`src/rtl/song_tutor.sv`:
```
// rtl/song_tutor.sv - programmable melody tutor: song store, note follower, LED prompt
// Songs are written while idle; a started song is walked note by note with press/release pairing.
module song_tutor #(
  parameter int NOTE_W    = 4,
  parameter int NONE_CODE = 0,
  parameter int MAX_LEN   = 64,
  parameter int NUM_SONGS = 4,
  parameter int LED_W     = 8,
  parameter int ERR_W     = 8,
  localparam int AW = $clog2(MAX_LEN),
  localparam int SW = (NUM_SONGS > 1) ? $clog2(NUM_SONGS) : 1,
  localparam int LW = AW + 1
) (
  input  logic              CLK,
  input  logic              RESET,
  input  logic              START,
  input  logic              STRICT,
  input  logic [SW-1:0]     song_sel,
  input  logic [NOTE_W-1:0] note,
  input  logic              prog_we,
  input  logic [SW-1:0]     prog_song,
  input  logic [AW-1:0]     prog_addr,
  input  logic [NOTE_W-1:0] prog_note,
  input  logic              prog_len_we,
  input  logic [LW-1:0]     prog_len,
  output logic [LED_W-1:0]  Led,
  output logic [AW-1:0]     idx,
  output logic              busy,
  output logic              done,
  output logic              wrong,
  output logic [ERR_W-1:0]  err_count
);

  localparam logic [NOTE_W-1:0] NONE = NOTE_W'(NONE_CODE);

  typedef enum logic [1:0] {S_IDLE, S_PRESS, S_RELEASE, S_WRELEASE} state_t;

  state_t            r_state;
  logic [NOTE_W-1:0] r_mem [NUM_SONGS][MAX_LEN];
  logic [LW-1:0]     r_len [NUM_SONGS];
  logic [SW-1:0]     r_song;
  logic              r_strict;
  logic [AW-1:0]     r_idx;
  logic [ERR_W-1:0]  r_err;
  logic              r_busy;
  logic              r_done;
  logic              r_wrong;
  logic [LED_W-1:0]  r_led;

  logic              w_wr_ok;
  logic [LW-1:0]     w_len_clamped;
  logic [NOTE_W-1:0] w_exp;
  logic [LW-1:0]     w_cur_len;
  logic              w_last;
  logic              w_note_none;
  logic [LED_W-1:0]  w_led_next;

  // The song store is frozen while a song runs so the expected note never shifts underfoot.
  assign w_wr_ok       = !r_busy && !START;
  assign w_len_clamped = (prog_len > LW'(MAX_LEN)) ? LW'(MAX_LEN) : prog_len;
  assign w_exp         = r_mem[r_song][r_idx];
  assign w_cur_len     = r_len[r_song];
  assign w_last        = ({1'b0, r_idx} == (w_cur_len - LW'(1)));
  assign w_note_none   = (note == NONE);

  always_comb begin
    w_led_next = '0;
    if (r_state != S_IDLE && w_exp != NONE && w_exp != '0 &&
        (32'(w_exp) <= 32'(LED_W)))
      w_led_next = LED_W'(1) << (w_exp - NOTE_W'(1));
  end

  always_ff @(posedge CLK or negedge RESET) begin
    if (!RESET) begin
      for (int s = 0; s < NUM_SONGS; s++) begin
        r_len[s] <= '0;
        for (int a = 0; a < MAX_LEN; a++) r_mem[s][a] <= NONE;
      end
    end else begin
      if (prog_we && w_wr_ok) r_mem[prog_song][prog_addr] <= prog_note;
      if (prog_len_we && w_wr_ok) r_len[prog_song] <= w_len_clamped;
    end
  end

  always_ff @(posedge CLK or negedge RESET) begin
    if (!RESET) begin
      r_state  <= S_IDLE;
      r_song   <= '0;
      r_strict <= 1'b0;
      r_idx    <= '0;
      r_err    <= '0;
      r_busy   <= 1'b0;
      r_done   <= 1'b0;
      r_wrong  <= 1'b0;
      r_led    <= '0;
    end else begin
      r_done  <= 1'b0;
      r_wrong <= 1'b0;
      r_led   <= w_led_next;
      if (START) begin
        r_song   <= song_sel;
        r_strict <= STRICT;
        r_idx    <= '0;
        r_err    <= '0;
        if (r_len[song_sel] == '0) begin
          r_done  <= 1'b1;
          r_busy  <= 1'b0;
          r_state <= S_IDLE;
        end else begin
          r_busy  <= 1'b1;
          r_state <= S_PRESS;
        end
      end else begin
        case (r_state)
          S_IDLE: ;
          S_PRESS: begin
            if (note == w_exp) begin
              r_state <= S_RELEASE;
            end else if (!w_note_none) begin
              r_wrong <= 1'b1;
              if (r_err != '1) r_err <= r_err + ERR_W'(1);
              if (r_strict) r_idx <= '0;
              r_state <= S_WRELEASE;
            end
          end
          S_RELEASE: begin
            if (w_note_none) begin
              if (w_last) begin
                r_done  <= 1'b1;
                r_idx   <= '0;
                r_busy  <= 1'b0;
                r_state <= S_IDLE;
              end else begin
                r_idx   <= r_idx + AW'(1);
                r_state <= S_PRESS;
              end
            end
          end
          S_WRELEASE: begin
            if (w_note_none) r_state <= S_PRESS;
          end
          default: begin
            r_busy  <= 1'b0;
            r_state <= S_IDLE;
          end
        endcase
      end
    end
  end

  assign Led       = r_led;
  assign idx       = r_idx;
  assign busy      = r_busy;
  assign done      = r_done;
  assign wrong     = r_wrong;
  assign err_count = r_err;

endmodule
```
`config.mk`:
```
export PLATFORM = sky130hd
export DESIGN_NAME = song_tutor
export DESIGN_NICKNAME = d
export VERILOG_FILES = /design/src/rtl/song_tutor.sv
export SDC_FILE = /design/constraint.sdc
export NUM_CORES = 2
export LEC_CHECK = 0
export BUFFER_PORTS_ARGS = -buffer_cell sky130_fd_sc_hd__clkbuf_2
export CAP_MARGIN = 0
export CORE_MARGIN = 2
export CORE_UTILIZATION = 31
export DETAILED_ROUTE_END_ITERATION = 7
export GPL_ROUTABILITY_DRIVEN = 0
export PLACE_DENSITY = 0.49
export SKIP_LAST_GASP = 1
export SYNTH_ARGS = -nofsm -noshare
export SYNTH_HDL_FRONTEND = slang
export SYNTH_SLANG_ARGS = --single-unit
```
`constraint.sdc`:
```
create_clock -name CLK -period 3.7 [get_ports CLK]
set_clock_uncertainty 0.2 [all_clocks]
set_input_delay 0.37 -clock CLK [delete_from_list [all_inputs] [get_ports CLK]]
set_output_delay 0.37 -clock CLK [all_outputs]
set_load 0.01 [all_outputs]
```
==> run_results.csv <==
group,metric,value,unit
sta,whs,59.4,ps
die,ios,56,
detailed_routing,drtPass1Iterations,7,
global_route,first_global_vias,34174,
setup_path,crit_chain,"buf_12 -> buf_12 -> bufbuf_16 -> mux4_2 -> a22oi_1 -> buf_4 -> a21oi_1 -> buf_4 -> nor3_1 -> buf_4 -> a221oi_2 -> xor2_1 -> nor4_4 -> buf_12 -> buf_8 -> nor3_4 -> mux2_4",
cells_and_area,syn_to_final_growth,22.2,%
global_route,grt_pass1_wl,240000,µm
setup_path,crit_buf_inv,8,
yosys,syn_inst,3623,
outcome,failed_checks,"negative setup slack",
global_route,antenna_found_initial,4,
setup_path,path_max_fanout,7,
pwr,ir_drop,0.343,mV
cells_and_area,final_cell_mix,"1078 x dfrtp_1, 1036 x mux2_2, 324 x buf_4",
sta,slew-limit-headroom,35.0,%
setup_path,critPathTopFamily,"buffers and inverters",
cells_and_area,fillers,15467,
detailed_routing,route.detailed.drc,0,
pwr,power_frac_seq,44.8,%
detailed_routing,wl_per_cell,25.6,µm
job,max_cap_violations,0,
sta,setup_violations,17,
pwr,clkPwrFrac,44.6,%
sta,timing.final.max_slew_violations,0,
pwr,switchingPower,0.00685,W
cells_and_area,final_nets,4007,
die,placementRows,148,
setup_path,worstPathRequired,4110,ps
cts,htree_levels,3,
global_route,overflow,0,
cells_and_area,final_cells,6245,
yosys,yosys_warnings,0,
cts,clkSlewWorstSetupHoldPaths,60,ps
global_route,gr-usage-all-layers,19.1,%
detailed_routing,routed_via_density,5.21,
sta,fmax,248,MHz
setup_path,worstSetupStartpointType,"flip-flop",
cells_and_area,multi_input_area,23300,µm²
sta,fin_crit_sh,109,%
setup_path,worstPathArrival,4440,ps
setup_path,worstSetupPathType,"reg2reg",
sta,hold_viol_final,0,
yosys,ys_seq_area_share,53.2,%
die,die_x,409,µm
yosys,synth-main-ff-cell,"dfrtp_1",
cts,cts.sinks,1082,
detailed_routing,first_iter_violations,2388,
cts,cts_buffer_depth,3,
yosys,synth_cell_types,65,
cts,cts-root-buf,"clkbuf_16",
yosys,synth_edf_count,0,
setup_path,cp-end-kind,"flip-flop",
yosys,syn-num-nets,3661,
yosys,postSynthAreaPerCell,14.1,µm²
detailed_routing,drt_wl_total,160000,µm
cts,cts_buffers,119,
cells_and_area,ff_latch_area,27100,µm²
placed_design,dp_hpwl,107000,µm
die,coreArea,163000,µm²
pwr,powerDensity,445,nW/µm²
yosys,synth_seq_cells,1082,
setup_path,max_stage_delay,510,ps
sta,worst_slew_pin_slew,975,ps
pwr,p_leak,28.6,nW
sta,rsz0062_at_grt,"true",
yosys,async_flop_share,100,%
detailed_routing,route.vias.total,32536,
placed_design,io_buffers,55,
sta,period_needed,4030,ps
die,die_area,167000,µm²
cts,clkLatencyLatePin,740,ps
cells_and_area,final_common_cell,"dfrtp_1",
setup_path,cp_slowest_cell,"dfrtp_4",
die,start_util,31.2,%
placed_design,dp_cells,5943,
outcome,outcome,"complete, but fails checks",
pwr,intPower,0.0208,W
hold_path,hold_path.class,"in2async",
detailed_routing,ant_nets,0,
die,die_h,409,µm
global_route,grt_max_degree,118,
pwr,p_comb_share,10.6,%
cts,cts_tree,"built",
yosys,synth_area,50900,µm²
cells_and_area,layout-drive-gt1-share,50.6,%
sta,final.setup.worst_slack,-330,ps
pwr,switching_share,24.8,%
path summary, 6_finish.rpt:
kind | startpoint | endpoint | slack (ps) | depth (start not counted)
min reg2reg | r_mem[976] | r_mem[976] | 300 | 1
min | RESET | r_mem[11] | 60 | 2
max | r_song[0] | err_count[5] | -330 | 17
max in group asynchronous | RESET | r_mem[433] | 2140 | 3
max reg2reg | r_song[0] | err_count[5] | -330 | 17
min in group CLK | prog_song[0] | r_len[5] | 80 | 3
stage by stage:
stage / utilization, % / setup WS [ps] / cell area (µm²) / power (W) / setup TNS [ps]
3_3_place_gp: 34.6 / -1410 / 56300 / 0.0152 / -25600
2_1_floorplan: - / 16.0 / 50900 / 0.0139 / 0
6_report: 38.2 / -330 / 62200 / 0.0277 / -4220
5_1_grt: 38.2 / -423 / 62200 / 0.0288 / -5880
3_5_place_dp: 34.6 / -987 / 56300 / 0.0152 / -14940
4_1_cts: 38.0 / -416 / 61900 / 0.0280 / -4380
kinds of logic after synthesis:
logic type,synth area share [%]
muxes,35.2
DFF,53.2
and+or+nand+nor,5.66
buffers and inverters,2.66
AOI/OAI and AO/OA,2.92
xor gates and xnor gates,0.224
adders and majority gates,0.172
worst register-to-register path, delay by kind of cell, from the launching register on:
| family | cells | cell delay (ps) |
|---|---|---|
| flip-flops | 1 | 510 |
| buffers and inverters | 8 | 1340 |
| AND/OR/NAND/NOR | 3 | 320 |
| multiplexers | 2 | 660 |
| XOR/XNOR | 1 | 300 |
| AO/OA/AOI/OAI | 3 | 570 |
cells in the mapped netlist, types with 4 or more instances:
library cell / count / area (µm²)
nor4b_1: 4 / 35.0
dfrtp_1: 1082 / 27100
clkbuf_1: 189 / 709
buf_6: 16 / 180
mux4_2: 221 / 4980
and3b_1: 6 / 52.6
mux2_2: 1040 / 11700
nor3_1: 71 / 355
a211oi_1: 7 / 52.6
a22o_1: 7 / 61.3
a221oi_1: 5 / 43.8
buf_2: 42 / 210
o22ai_1: 8 / 50.1
o21ai_0: 38 / 190
nand4_1: 9 / 56.3
a2111oi_0: 5 / 43.8
nor4_1: 14 / 87.6
nor2_1: 148 / 556
and3_1: 12 / 75.1
a22oi_1: 80 / 601
or3_1: 7 / 43.8
nand3_1: 43 / 215
xnor2_1: 11 / 96.3
inv_1: 18 / 67.6
or2_2: 4 / 25.0
or3b_2: 4 / 35.0
buf_1: 13 / 48.8
and2_1: 6 / 37.5
o211ai_1: 5 / 37.5
buf_4: 17 / 128
nand3b_1: 9 / 67.6
mux2i_1: 122 / 1220
nor2b_1: 20 / 125
or4_1: 4 / 30.0
nand2_1: 234 / 878
nand2b_1: 16 / 100
a21oi_1: 35 / 175
a31oi_1: 8 / 50.1
ha_1: 7 / 87.6
metal layers:
metal | global-route usage, % | up-vias | share of wire, % | wire length (µm)
met5 | 0 | - | 0 | 0
met4 | 5.98 | 0 | 2.8 | 4510
met3 | 2.55 | 192 | 4.5 | 7140
met2 | 30.0 | 723 | 46 | 74000
met1 | 27.2 | 17511 | 46 | 74200
li1 | - | 14110 | - | -
power groups by stage:
| stage | Sequential [W] | Combinational (W) | Clock [W] |
|---|---|---|---|
| final | 0.0124 | 0.00293 | 0.0123 |
| after global routing | 0.0124 | 0.00316 | 0.0132 |
| after floorplan | 0.0125 | 0.00138 | 0 |
| after CTS | 0.0124 | 0.00288 | 0.0127 |
| after detailed placement | 0.0126 | 0.00258 | 0 |
| after global placement | 0.0126 | 0.00256 | 0 |
registers in the layout, indices dropped and copies added, names as in the netlist:
signal	flops
r_strict	1
r_mem	1024
wrong	1
err_count	8
Led	8
idx	6
r_len	28
r_song	2
r_state	2
busy	1
done	1
repair_timing:
action	4_1_cts	5_1_grt
endpoints found under the hold margin	155	0
pin swaps	40	15
gates resized for setup	151	36
gates cloned	8	1
hold buffers	19	0
buffers inserted	45	12
endpoints found under the setup margin	25	24
layout make-up:
type | count | share of cell area (%)
sequential | 1082 | 43.6
multi-input combinational | 2244 | 37.4
timing repair buffer | 503 | 8.06
clock buffer | 186 | 5.68
tap | 2175 | 4.38
clock inverter | 35 | 0.819
inverter | 19 | 0.117
antenna | 1 | 0.00402
(Power assumes the default switching activity.)
